File: src/rtl/alu_pkg.sv
// alu_pkg: shared ALU widths, function codes and flag bundle.
//   ALU_N / ALU_M : default operand and function-select widths.
//   ALU_F_*       : named function-select codes understood by alu.
//   alu_flags_t   : {cout, overflow, zero}, used by RTL and benches alike.
package alu_pkg;

    localparam int ALU_N = 32;
    localparam int ALU_M = 3;

    localparam logic [2:0] ALU_F_AND  = 3'b000;
    localparam logic [2:0] ALU_F_OR   = 3'b001;
    localparam logic [2:0] ALU_F_ADD  = 3'b010;
    localparam logic [2:0] ALU_F_XOR  = 3'b011;
    localparam logic [2:0] ALU_F_ANDN = 3'b100;
    localparam logic [2:0] ALU_F_ORN  = 3'b101;
    localparam logic [2:0] ALU_F_SUB  = 3'b110;
    localparam logic [2:0] ALU_F_XNOR = 3'b111;

    typedef struct packed {
        logic cout;
        logic overflow;
        logic zero;
    } alu_flags_t;

endpackage

File: src/rtl/alu_arbiter_if.sv
// alu_arbiter_if: request and response handshake bundle of alu_arbiter.
//   req_valid/req_ready : per-requester handshake (NREQ bits)
//   req_a/req_b/req_f   : packed operands, requester i at [i*W +: W]
//   rsp_valid/rsp_ready : single response handshake
//   rsp_id, rsp_y, rsp_cout, rsp_overflow, rsp_zero : buffered result
//   op_count            : consumed-response counter
// Modport slave is the arbiter side, master the issue/consumer side.
interface alu_arbiter_if #(
    parameter int N    = 32,
    parameter int M    = 3,
    parameter int NREQ = 2,
    parameter int IDW  = $clog2(NREQ),
    parameter int CNTW = 16
);
    logic [NREQ-1:0]   req_valid;
    logic [NREQ-1:0]   req_ready;
    logic [NREQ*N-1:0] req_a;
    logic [NREQ*N-1:0] req_b;
    logic [NREQ*M-1:0] req_f;
    logic              rsp_valid;
    logic              rsp_ready;
    logic [IDW-1:0]    rsp_id;
    logic [N-1:0]      rsp_y;
    logic              rsp_cout;
    logic              rsp_overflow;
    logic              rsp_zero;
    logic [CNTW-1:0]   op_count;

    modport slave (
        input  req_valid, req_a, req_b, req_f, rsp_ready,
        output req_ready, rsp_valid, rsp_id, rsp_y, rsp_cout,
               rsp_overflow, rsp_zero, op_count
    );

    modport master (
        output req_valid, req_a, req_b, req_f, rsp_ready,
        input  req_ready, rsp_valid, rsp_id, rsp_y, rsp_cout,
               rsp_overflow, rsp_zero, op_count
    );
endinterface

File: src/rtl/alu.sv
// alu: combinational N-bit ALU.
//   a, b     : operands
//   f        : function select; f[2] inverts b, f[1:0] picks
//              AND / OR / SUM / XOR (SUM with f[2]=1 is a - b)
//   y        : result
//   cout     : adder carry out (0 for logic functions)
//   overflow : signed adder overflow (0 for logic functions)
//   zero     : y == 0
module alu
    import alu_pkg::*;
#(
    parameter int N = ALU_N,
    parameter int M = ALU_M
) (
    input  logic [N-1:0] a,
    input  logic [N-1:0] b,
    input  logic [M-1:0] f,
    output logic [N-1:0] y,
    output logic         cout,
    output logic         overflow,
    output logic         zero
);
    logic [N-1:0] b_eff;
    logic [N:0]   sum;
    logic         arith;

    // Subtraction is a + ~b + 1: the inversion bit doubles as carry-in.
    assign b_eff = f[2] ? ~b : b;
    assign sum   = {1'b0, a} + {1'b0, b_eff} + {{N{1'b0}}, f[2]};
    assign arith = (f[1:0] == 2'b10);

    always_comb begin
        y = '0;
        case (f[1:0])
            2'b00:   y = a & b_eff;
            2'b01:   y = a | b_eff;
            2'b10:   y = sum[N-1:0];
            default: y = a ^ b_eff;
        endcase
    end

    assign cout     = arith & sum[N];
    // Overflow: both adder inputs share a sign the result does not.
    assign overflow = arith & (a[N-1] == b_eff[N-1]) & (sum[N-1] != a[N-1]);
    assign zero     = (y == '0);
endmodule

File: src/rtl/alu_arbiter_rr.sv
// rr_arbiter: round-robin one-hot arbiter.
//   clk, reset : clock, asynchronous active-low reset
//   req        : request vector
//   advance    : an accept happened this cycle; move pointer past winner
//   grant      : one-hot winner, search starts at the pointer and wraps
//   grant_idx  : index of the winner (0 when nothing requested)
module rr_arbiter #(
    parameter int NREQ = 2,
    parameter int IDW  = $clog2(NREQ)
) (
    input  logic            clk,
    input  logic            reset,
    input  logic [NREQ-1:0] req,
    input  logic            advance,
    output logic [NREQ-1:0] grant,
    output logic [IDW-1:0]  grant_idx
);
    logic [IDW-1:0] ptr_reg;

    always_comb begin
        int  j;
        logic found;
        grant     = '0;
        grant_idx = '0;
        found     = 1'b0;
        j         = 0;
        for (int k = 0; k < NREQ; k++) begin
            j = int'(ptr_reg) + k;
            if (j >= NREQ) j = j - NREQ;
            if (!found && req[j]) begin
                found     = 1'b1;
                grant[j]  = 1'b1;
                grant_idx = IDW'(j);
            end
        end
    end

    always_ff @(posedge clk or negedge reset) begin
        if (!reset) begin
            ptr_reg <= '0;
        end else if (advance) begin
            ptr_reg <= (grant_idx == IDW'(NREQ - 1)) ? '0 : grant_idx + 1'b1;
        end
    end
endmodule

File: src/rtl/alu_arbiter.sv
// alu_arbiter: shares one combinational alu among NREQ requesters.
//   clk   : clock, rising edge
//   reset : asynchronous active-low reset
//   bus   : alu_arbiter_if.slave -- request handshakes/operands in,
//           registered single-entry response (id, y, flags) out,
//           plus a counter of consumed responses.
// A round-robin grant selects one requester per cycle; when the response
// slot is free (empty or being consumed) the winner is accepted and its
// alu result is captured into the response register.
module alu_arbiter
    import alu_pkg::*;
#(
    parameter int N    = ALU_N,
    parameter int M    = ALU_M,
    parameter int NREQ = 2,
    parameter int IDW  = $clog2(NREQ),
    parameter int CNTW = 16
) (
    input logic         clk,
    input logic         reset,
    alu_arbiter_if.slave bus
);
    logic [NREQ-1:0] grant;
    logic [IDW-1:0]  grant_idx;
    logic            can_issue;
    logic            accept;

    logic [N-1:0] a_arr [NREQ];
    logic [N-1:0] b_arr [NREQ];
    logic [M-1:0] f_arr [NREQ];

    logic [N-1:0] sel_a;
    logic [N-1:0] sel_b;
    logic [M-1:0] sel_f;

    logic [N-1:0] alu_y;
    alu_flags_t   alu_flags;
    logic         alu_cout;
    logic         alu_overflow;
    logic         alu_zero;

    logic            rsp_valid_reg;
    logic [IDW-1:0]  rsp_id_reg;
    logic [N-1:0]    rsp_y_reg;
    alu_flags_t      rsp_flags_reg;
    logic [CNTW-1:0] op_count_reg;

    genvar gi;
    generate
        for (gi = 0; gi < NREQ; gi++) begin : g_unpack
            assign a_arr[gi] = bus.req_a[gi*N +: N];
            assign b_arr[gi] = bus.req_b[gi*N +: N];
            assign f_arr[gi] = bus.req_f[gi*M +: M];
        end
    endgenerate

    rr_arbiter #(
        .NREQ (NREQ),
        .IDW  (IDW)
    ) u_rr (
        .clk       (clk),
        .reset     (reset),
        .req       (bus.req_valid),
        .advance   (accept),
        .grant     (grant),
        .grant_idx (grant_idx)
    );

    // The grant depends only on req_valid and the pointer, never on the
    // operands, so ready is stable while a requester holds its request.
    assign can_issue     = !rsp_valid_reg || bus.rsp_ready;
    assign bus.req_ready = (reset && can_issue) ? grant : '0;
    assign accept        = reset && can_issue && (|grant);

    assign sel_a = a_arr[grant_idx];
    assign sel_b = b_arr[grant_idx];
    assign sel_f = f_arr[grant_idx];

    alu #(
        .N (N),
        .M (M)
    ) u_alu (
        .a        (sel_a),
        .b        (sel_b),
        .f        (sel_f),
        .y        (alu_y),
        .cout     (alu_cout),
        .overflow (alu_overflow),
        .zero     (alu_zero)
    );

    assign alu_flags = '{cout: alu_cout, overflow: alu_overflow, zero: alu_zero};

    // Response buffer: a new accept overwrites it even on the consuming
    // edge, so back-to-back results flow without a bubble.
    always_ff @(posedge clk or negedge reset) begin
        if (!reset) begin
            rsp_valid_reg <= 1'b0;
            rsp_id_reg    <= '0;
            rsp_y_reg     <= '0;
            rsp_flags_reg <= '0;
        end else if (accept) begin
            rsp_valid_reg <= 1'b1;
            rsp_id_reg    <= grant_idx;
            rsp_y_reg     <= alu_y;
            rsp_flags_reg <= alu_flags;
        end else if (bus.rsp_ready) begin
            rsp_valid_reg <= 1'b0;
        end
    end

    always_ff @(posedge clk or negedge reset) begin
        if (!reset) begin
            op_count_reg <= '0;
        end else if (rsp_valid_reg && bus.rsp_ready) begin
            op_count_reg <= op_count_reg + 1'b1;
        end
    end

    assign bus.rsp_valid    = rsp_valid_reg;
    assign bus.rsp_id       = rsp_id_reg;
    assign bus.rsp_y        = rsp_y_reg;
    assign bus.rsp_cout     = rsp_flags_reg.cout;
    assign bus.rsp_overflow = rsp_flags_reg.overflow;
    assign bus.rsp_zero     = rsp_flags_reg.zero;
    assign bus.op_count     = op_count_reg;
endmodule

File: src/flat_wrapper.sv
// flat-port wrapper written by rule: the top's interface ports become plain ports
module alu_arbiter_flat import alu_pkg::*;
#(
    parameter int N    = ALU_N,
    parameter int M    = ALU_M,
    parameter int NREQ = 2,
    parameter int IDW  = $clog2(NREQ),
    parameter int CNTW = 16
)
  (clk, reset, bus_req_valid, bus_req_a, bus_req_b, bus_req_f, bus_rsp_ready, bus_req_ready, bus_rsp_valid, bus_rsp_id, bus_rsp_y, bus_rsp_cout, bus_rsp_overflow, bus_rsp_zero, bus_op_count);
  alu_arbiter_if #(.N(N), .M(M), .NREQ(NREQ), .IDW(IDW), .CNTW(CNTW)) bus_i ();
  input logic clk;
  input logic reset;
  input wire logic [$bits(bus_i.req_valid)-1:0] bus_req_valid;
  input wire logic [$bits(bus_i.req_a)-1:0] bus_req_a;
  input wire logic [$bits(bus_i.req_b)-1:0] bus_req_b;
  input wire logic [$bits(bus_i.req_f)-1:0] bus_req_f;
  input wire logic [$bits(bus_i.rsp_ready)-1:0] bus_rsp_ready;
  output wire logic [$bits(bus_i.req_ready)-1:0] bus_req_ready;
  output wire logic [$bits(bus_i.rsp_valid)-1:0] bus_rsp_valid;
  output wire logic [$bits(bus_i.rsp_id)-1:0] bus_rsp_id;
  output wire logic [$bits(bus_i.rsp_y)-1:0] bus_rsp_y;
  output wire logic [$bits(bus_i.rsp_cout)-1:0] bus_rsp_cout;
  output wire logic [$bits(bus_i.rsp_overflow)-1:0] bus_rsp_overflow;
  output wire logic [$bits(bus_i.rsp_zero)-1:0] bus_rsp_zero;
  output wire logic [$bits(bus_i.op_count)-1:0] bus_op_count;
  assign bus_i.req_valid = bus_req_valid;
  assign bus_i.req_a = bus_req_a;
  assign bus_i.req_b = bus_req_b;
  assign bus_i.req_f = bus_req_f;
  assign bus_i.rsp_ready = bus_rsp_ready;
  assign bus_req_ready = bus_i.req_ready;
  assign bus_rsp_valid = bus_i.rsp_valid;
  assign bus_rsp_id = bus_i.rsp_id;
  assign bus_rsp_y = bus_i.rsp_y;
  assign bus_rsp_cout = bus_i.rsp_cout;
  assign bus_rsp_overflow = bus_i.rsp_overflow;
  assign bus_rsp_zero = bus_i.rsp_zero;
  assign bus_op_count = bus_i.op_count;
  alu_arbiter #(.N(N), .M(M), .NREQ(NREQ), .IDW(IDW), .CNTW(CNTW)) u_core (.clk(clk), .reset(reset), .bus(bus_i));
endmodule
File: config.mk
export PLATFORM = sky130hd
export DESIGN_NAME = alu_arbiter_flat
export DESIGN_NICKNAME = d
export VERILOG_FILES = /design/src/rtl/alu_pkg.sv /design/src/rtl/alu_arbiter_if.sv /design/src/rtl/alu.sv /design/src/rtl/alu_arbiter_rr.sv /design/src/rtl/alu_arbiter.sv /design/src/flat_wrapper.sv
export SDC_FILE = /design/constraint.sdc
export NUM_CORES = 1
export LEC_CHECK = 0
export CAP_MARGIN = 20
export CORE_AREA = 2 2 127 129
export CTS_CLUSTER_DIAMETER = 50
export CTS_CLUSTER_SIZE = 20
export DETAILED_ROUTE_END_ITERATION = 7
export DIE_AREA = 0 0 129 131
export PLACE_DENSITY = 0.75
export SYNTH_ARGS = -nofsm -noshare
export SYNTH_HDL_FRONTEND = slang
export SYNTH_SLANG_ARGS = --single-unit
File: constraint.sdc
create_clock -name clk -period 5.36 [get_ports clk]
set_clock_uncertainty 0.1 [all_clocks]
set_input_delay 1.072 -clock clk [delete_from_list [all_inputs] [get_ports clk]]
set_output_delay 1.072 -clock clk [all_outputs]
set_load 0.03 [all_outputs]
==> results.tsv, run 1 <==
stage	metric	value	unit
sta	fmax	197	MHz
setup_path	CP startpoint	bus_req_valid[0]	
die	Die X	129	um
sta	slew margin rel.	39.4	%
placed_design	Final GP Congestion	1.01	
clock_tree	H-tree depth	2	
power	LEAKAGE	0.00426	uW
finish	area grow syn2layout	39.6	%
placed_design	DP HPWL	16.9	mm
sta	Final Hold Vio Count	0	
setup_path	CP startpoint kind	input port	
setup_path	CP max FO	20	
routing	post-route ant nets	0	
grt	largest net degree at the start of global routing	56	
sta	Slew @ Worst Pin	0.898	ns
power	maximum vdd ir drop	0.170	mV
logic_synthesis	synth unique cells	74	
logic_synthesis	register area share after synthesis	19.8	%
setup_path	Setup CP Type	input port to flop	
logic_synthesis	Post-Syn Nets	1040	
finish	number of diodes	0	
logic_synthesis	Warnings, synthesis	0	
die	initial core utilization	43.7	%
sta	setup slack after layout	0.284	ns
logic_synthesis	Main synth FF type	dfrtp_1	
sta	RSZ-0062 raised after global routing	no	
flow_run	number of max-cap violations	0	
routing	Initial DRC Count	632	
logic_synthesis	Mapped Cells	835	
finish	commonest non-fill, non-tap cells in the layout	clkdlybuf4s50_1 (192), inv_1 (72), nand2_1 (70)	
logic_synthesis	EDFF count, synth	0	
routing	vias per inst	5.65	
sta	Slew Viols, Final	0	
placed_design	placed cells	1259	
sta	share of the clock period used by the worst path	94.7	%
routing	WL/cell	16.5	um
routing	total iterations of the first detailed-routing run	6	
die	die area	16900	um2
finish	max reg flops	32	
setup_path	reg2reg start	u_core.u_rr.ptr_reg$_DFFE_PN0P_	
logic_synthesis	Seq cells post-synth	54	
placed_design	pre-CTS setup slack	-0.104	ns
routing	DRC Markers	0	
logic_synthesis	area leader, netlist	dfrtp_1	
logic_synthesis	Area contributors post-synth	dfrtp_1 (20%), ha_1 (12%), mux2_2 (8.3%), mux2i_1 (5.6%), xor2_1 (5.3%)	
finish	Final Non-Filler Cells	1267	
finish	Net count, final	1256	
routing	DRT Wirelength	20.9	mm
sta	fin crit period	5.08	ns
logic_synthesis	Avg Cell Area, Syn	8.17	um2
finish	fraction of layout cells with a size suffix above 1	13.7	%
setup_path	Data required, critical path	5.48	ns
die	IO Pins	194	
die	# rows	46	
logic_synthesis	Post-Syn Area	6820	um2
clock_tree	buffer depth of the longest clock path	2	
clock_tree	clk sink count	54	
grt	grt ovf	0	
setup_path	crit path DAT	5.20	ns
grt	gr usage total	24.3	%
clock_tree	root buf cell	clkbuf_16	
logic_synthesis	Async SR Flop Fraction	100	%
die	area of the core	15600	um2
clock_tree	clock-pin slew on the worst setup and hold paths	0.07	ns
hold_path	Worst Hold Launch	u_core.bus.op_count[15]$_DFFE_PN0P_	
logic_synthesis	Yosys top cell area share	19.8	%
sta	Setup violations, final	0	
setup_path	Setup crit end kind	flop	
grt	first-pass GRT wire length	33.2	mm
die	die span in y	131	um
power	Total Power	3260	uW
power	P per Cell Area	342	nW/um2
grt	initial antenna violation count	0	
grt	via count of the first global-routing pass	6692	
clock_tree	TritonCTS clock tree	built	
routing	via count	7157	
finish	commonest non-fill, non-tap cell in the layout	clkdlybuf4s50_1	
hold_path	Worst Hold Class	flop to flop	
outcome	status	finished, final reports clean	
placed_design	I/O Buffers	193	
clock_tree	total clock buffers created by CTS	5	
clock_tree	Clock Latency Late Sink	0.28	ns
area by class of cell:
class	count	area, um2
fill	1382	6070
multi-input combinational	666	5050
timing repair buffer	251	2410
sequential	54	1350
inverter	73	274
tap	216	270
clock buffer	6	139
clock inverter	1	30.0
path summary, 6_finish.rpt:
path / slack [ns] / to / cells after the start
max: 0.28 / u_core.bus.rsp_zero$_DFFE_PN0P_ / 18
min: 0.38 / u_core.bus.op_count[15]$_DFFE_PN0P_ / 1
max reg2reg: 1.08 / u_core.bus.rsp_zero$_DFFE_PN0P_ / 17
min reg2reg: 0.38 / u_core.bus.op_count[15]$_DFFE_PN0P_ / 1
max in group asynchronous: 3.88 / u_core.bus.rsp_y[31]$_DFFE_PN0P_ / 2
min in group asynchronous: 0.83 / u_core.bus.op_count[0]$_DFFE_PN0P_ / 2
logic make-up after synthesis:
family / Yosys count / synth area share [%]
compound gates: 227 / 22.8
simple gates: 225 / 16.6
buf+inv: 115 / 6.88
mux: 89 / 14.2
fa+ha+maj: 66 / 12.2
xor+xnor: 59 / 7.58
flops: 54 / 19.8
per-layer routing:
metal / GRT usage (%) / up-vias / wire length, um
met1: 34.2 / 3302 / 9440
li1: - / 3455 / -
met3: 3.26 / 43 / 1700
met2: 39.3 / 357 / 9220
met4: 6.52 / 0 / 498
met5: 0 / - / 0
worst max-delay path, stage by stage:
cell and delay [ns]:
clkdlybuf4s50_1 0.54, nand2b_4 0.08, nand2_4 0.13, mux2i_4 0.27, buf_8 0.19, buf_12 0.20
xor2_1 0.24, ha_1 0.29, a21o_1 0.20, a21o_1 0.19, a221oi_2 0.25, o21ai_2 0.13
o211a_1 0.30, nor2_1 0.15, o311ai_0 0.20, a2111oi_1 0.52, nand4_1 0.14, nand2_1 0.08
Yosys cell counts, types with 25 or more instances:
| master | instances |
|---|---|
| a21oi_1 | 52 |
| ha_1 | 65 |
| xor2_1 | 41 |
| o21ai_0 | 39 |
| nand3_1 | 25 |
| inv_1 | 72 |
| nand2_1 | 71 |
| mux2_2 | 50 |
| mux2i_1 | 38 |
| dfrtp_1 | 54 |
| nor2_1 | 40 |
| o211ai_1 | 26 |
where the power goes:
group / switching [uW] / internal [uW]
logic: 1270 / 990
registers: 96.6 / 539
clock network: 133 / 230
metrics by stage:
step / utilization [%] / hold WS, ns / TNS [ns] / area [um2]
after floorplan: - / 0.410 / 0 / 6820
after global placement: 59.7 / 0.362 / -0.0497 / 9310
after detailed placement: 59.7 / 0.365 / -0.104 / 9310
after CTS: 60.8 / 0.380 / 0 / 9480
after global routing: 61.1 / 0.400 / 0 / 9520
final: 61.1 / 0.376 / 0 / 9520
timing repair:
action	CTS	global route
setup endpoints to repair	0	1
hold endpoints to repair	0	0
buffers inserted	0	1
hold buffers	0	0
resized for setup	0	11
(Power assumes the default switching activity.)
==> run 2: changes to the inputs <==
--- a/config.mk
+++ b/config.mk
@@ -11,6 +11,7 @@
 export CTS_CLUSTER_SIZE = 20
 export DETAILED_ROUTE_END_ITERATION = 7
 export DIE_AREA = 0 0 129 131
+export GPL_ROUTABILITY_DRIVEN = 0
 export PLACE_DENSITY = 0.75
 export SYNTH_ARGS = -nofsm -noshare
 export SYNTH_HDL_FRONTEND = slang
==> run 2 against run 1 <==
  * Worst setup slack worse by 0.036 ns
  * Via count hardly changed
  * Highest routed layer unchanged
  * Non-clock buffer count is 1 higher
  * First-iteration DRC count down 15%
==> results.tsv, run 2 (synthesis gave the netlist of run 1 again) <==
stage	metric	value	unit
outcome	status	finished, final reports clean	
finish	Net count, final	1257	
routing	WL/cell	16.5	um
routing	vias per inst	5.64	
finish	number of diodes	0	
routing	Initial DRC Count	538	
finish	commonest non-fill, non-tap cell in the layout	clkdlybuf4s50_1	
grt	initial antenna violation count	0	
hold_path	Hold EP	u_core.bus.op_count[15]$_DFFE_PN0P_	
die	area of the core	15600	um2
routing	via count	7155	
clock_tree	root buf cell	clkbuf_16	
clock_tree	total clock buffers created by CTS	5	
sta	Final Hold Vio Count	0	
die	initial core utilization	43.7	%
grt	grt ovf	0	
placed_design	DP HPWL	17.1	mm
setup_path	Setup crit end kind	flop	
finish	area grow syn2layout	39.7	%
setup_path	CP startpoint kind	input port	
setup_path	CP startpoint	bus_req_valid[0]	
clock_tree	total setup buffers inserted after CTS	0	
clock_tree	clk sink count	54	
finish	fillers	1359	
sta	RSZ-0062 raised after global routing	no	
sta	Setup violations, final	0	
power	P per Cell Area	343	nW/um2
sta	WHS	0.371	ns
clock_tree	clock-pin slew on the worst setup and hold paths	0.07	ns
grt	largest net degree at the start of global routing	56	
grt	via count of the first global-routing pass	6945	
die	IO Pins	194	
clock_tree	Clock Latency Late Sink	0.29	ns
setup_path	reg2reg start	u_core.u_rr.ptr_reg$_DFFE_PN0P_	
die	die span in y	131	um
setup_path	flop2flop setup slack	1.01	ns
hold_path	Worst Hold Class	flop to flop	
setup_path	Data required, critical path	5.50	ns
hold_path	hold depth	1	
hold_path	Worst Hold Launch	u_core.bus.op_count[15]$_DFFE_PN0P_	
setup_path	R2R Path End	u_core.bus.rsp_zero$_DFFE_PN0P_	
clock_tree	H-tree depth	2	
grt	gr usage total	24.9	%
setup_path	Reg2Reg Depth	15	
power	LEAKAGE	0.00426	uW
die	Die X	129	um
sta	share of the clock period used by the worst path	95.4	%
routing	DRT Wirelength	20.9	mm
sta	Slew @ Worst Pin	0.851	ns
setup_path	CP max FO	29	
placed_design	Placement Cell Area	9320	um2
grt	first-pass GRT wire length	34.1	mm
sta	fmax	196	MHz
flow_run	number of max-cap violations	0	
placed_design	pre-CTS setup slack	-0.0857	ns
power	maximum vdd ir drop	0.213	mV
setup_path	Setup CP Type	input port to flop	
finish	fraction of layout cells with a size suffix above 1	13.6	%
sta	slew margin rel.	42.6	%
sta	fin crit period	5.11	ns
sta	Slew Viols, Final	0	
routing	total iterations of the first detailed-routing run	5	
placed_design	I/O Buffers	193	
die	die area	16900	um2
die	# rows	46	
routing	post-route ant nets	0	
setup_path	crit path DAT	5.25	ns
finish	commonest non-fill, non-tap cells in the layout	clkdlybuf4s50_1 (192), inv_1 (72), nand2_1 (70)	
sta	setup slack after layout	0.248	ns
finish	post-route cell area	9530	um2
clock_tree	buffer depth of the longest clock path	2	
clock_tree	TritonCTS clock tree	built	
sta	setup tns final	0	ns
finish	max reg flops	32	
routing	DRC Markers	0	
==> run 2: routing by layer <==
layer,global-route usage (%),part of all wire (%),up-vias
li1,-,-,3473
met1,34.7,45,3338
met2,40.9,45,308
met3,2.85,7.4,36
met4,6.97,2.0,0
met5,0,0,-
==> run 2: critical path, stage by stage <==
cell and delay [ns]:
clkdlybuf4s50_1 0.53, nand2b_4 0.08, nand2_4 0.14, buf_12 0.21
buf_4 0.18, mux2i_1 0.22, xor2_1 0.22, ha_1 0.31
a21oi_1 0.34, o211ai_1 0.22, o21ai_0 0.41, o311ai_0 0.34
a2111o_1 0.44, nor4_1 0.28, nand4_1 0.14, nand2_1 0.08
==> run 2: worst max-delay path by stage <==
| stage | endpoint | cells after the start |
|---|---|---|
| 2_1_floorplan | u_core.bus.rsp_zero$_DFFE_PN0P_ | 16 |
| 3_3_place_gp | u_core.bus.rsp_zero$_DFFE_PN0P_ | 18 |
| 3_5_place_dp | u_core.bus.rsp_zero$_DFFE_PN0P_ | 19 |
| 4_1_cts | u_core.bus.rsp_zero$_DFFE_PN0P_ | 19 |
| 5_1_grt | u_core.bus.rsp_zero$_DFFE_PN0P_ | 19 |
| 6_report | u_core.bus.rsp_zero$_DFFE_PN0P_ | 16 |
==> run 2: final cells by class <==
cell class	count	area (um2)	share of cell area (%)
clock inverter	3	47.5	0.499
sequential	54	1350	14.2
inverter	73	274	2.88
multi-input combinational	666	5040	52.9
clock buffer	5	125	1.31
timing repair buffer	252	2420	25.4
tap	216	270	2.84
==> run 2: power by group <==
group	total (uW)	internal [uW]	switching, uW
registers	633	539	94.4
clock network	373	223	150
logic	2260	993	1270
==> run 2: metrics by stage <==
step | utilization, % | cells | total power, uW
after global placement | 59.8 | 1261 | 2820
after floorplan | - | 835 | 2010
after detailed placement | 59.8 | 1261 | 2860
after CTS | 60.9 | 1269 | 3240
after global routing | 61.1 | 1269 | 3490
final | 61.1 | 1269 | 3270
==> run 2: what timing repair did <==
item | CTS | global route
hold endpoints to repair | 0 | 0
resized for setup | 0 | 9
endpoints found under the setup margin | 0 | 2
hold buffers | 0 | 0
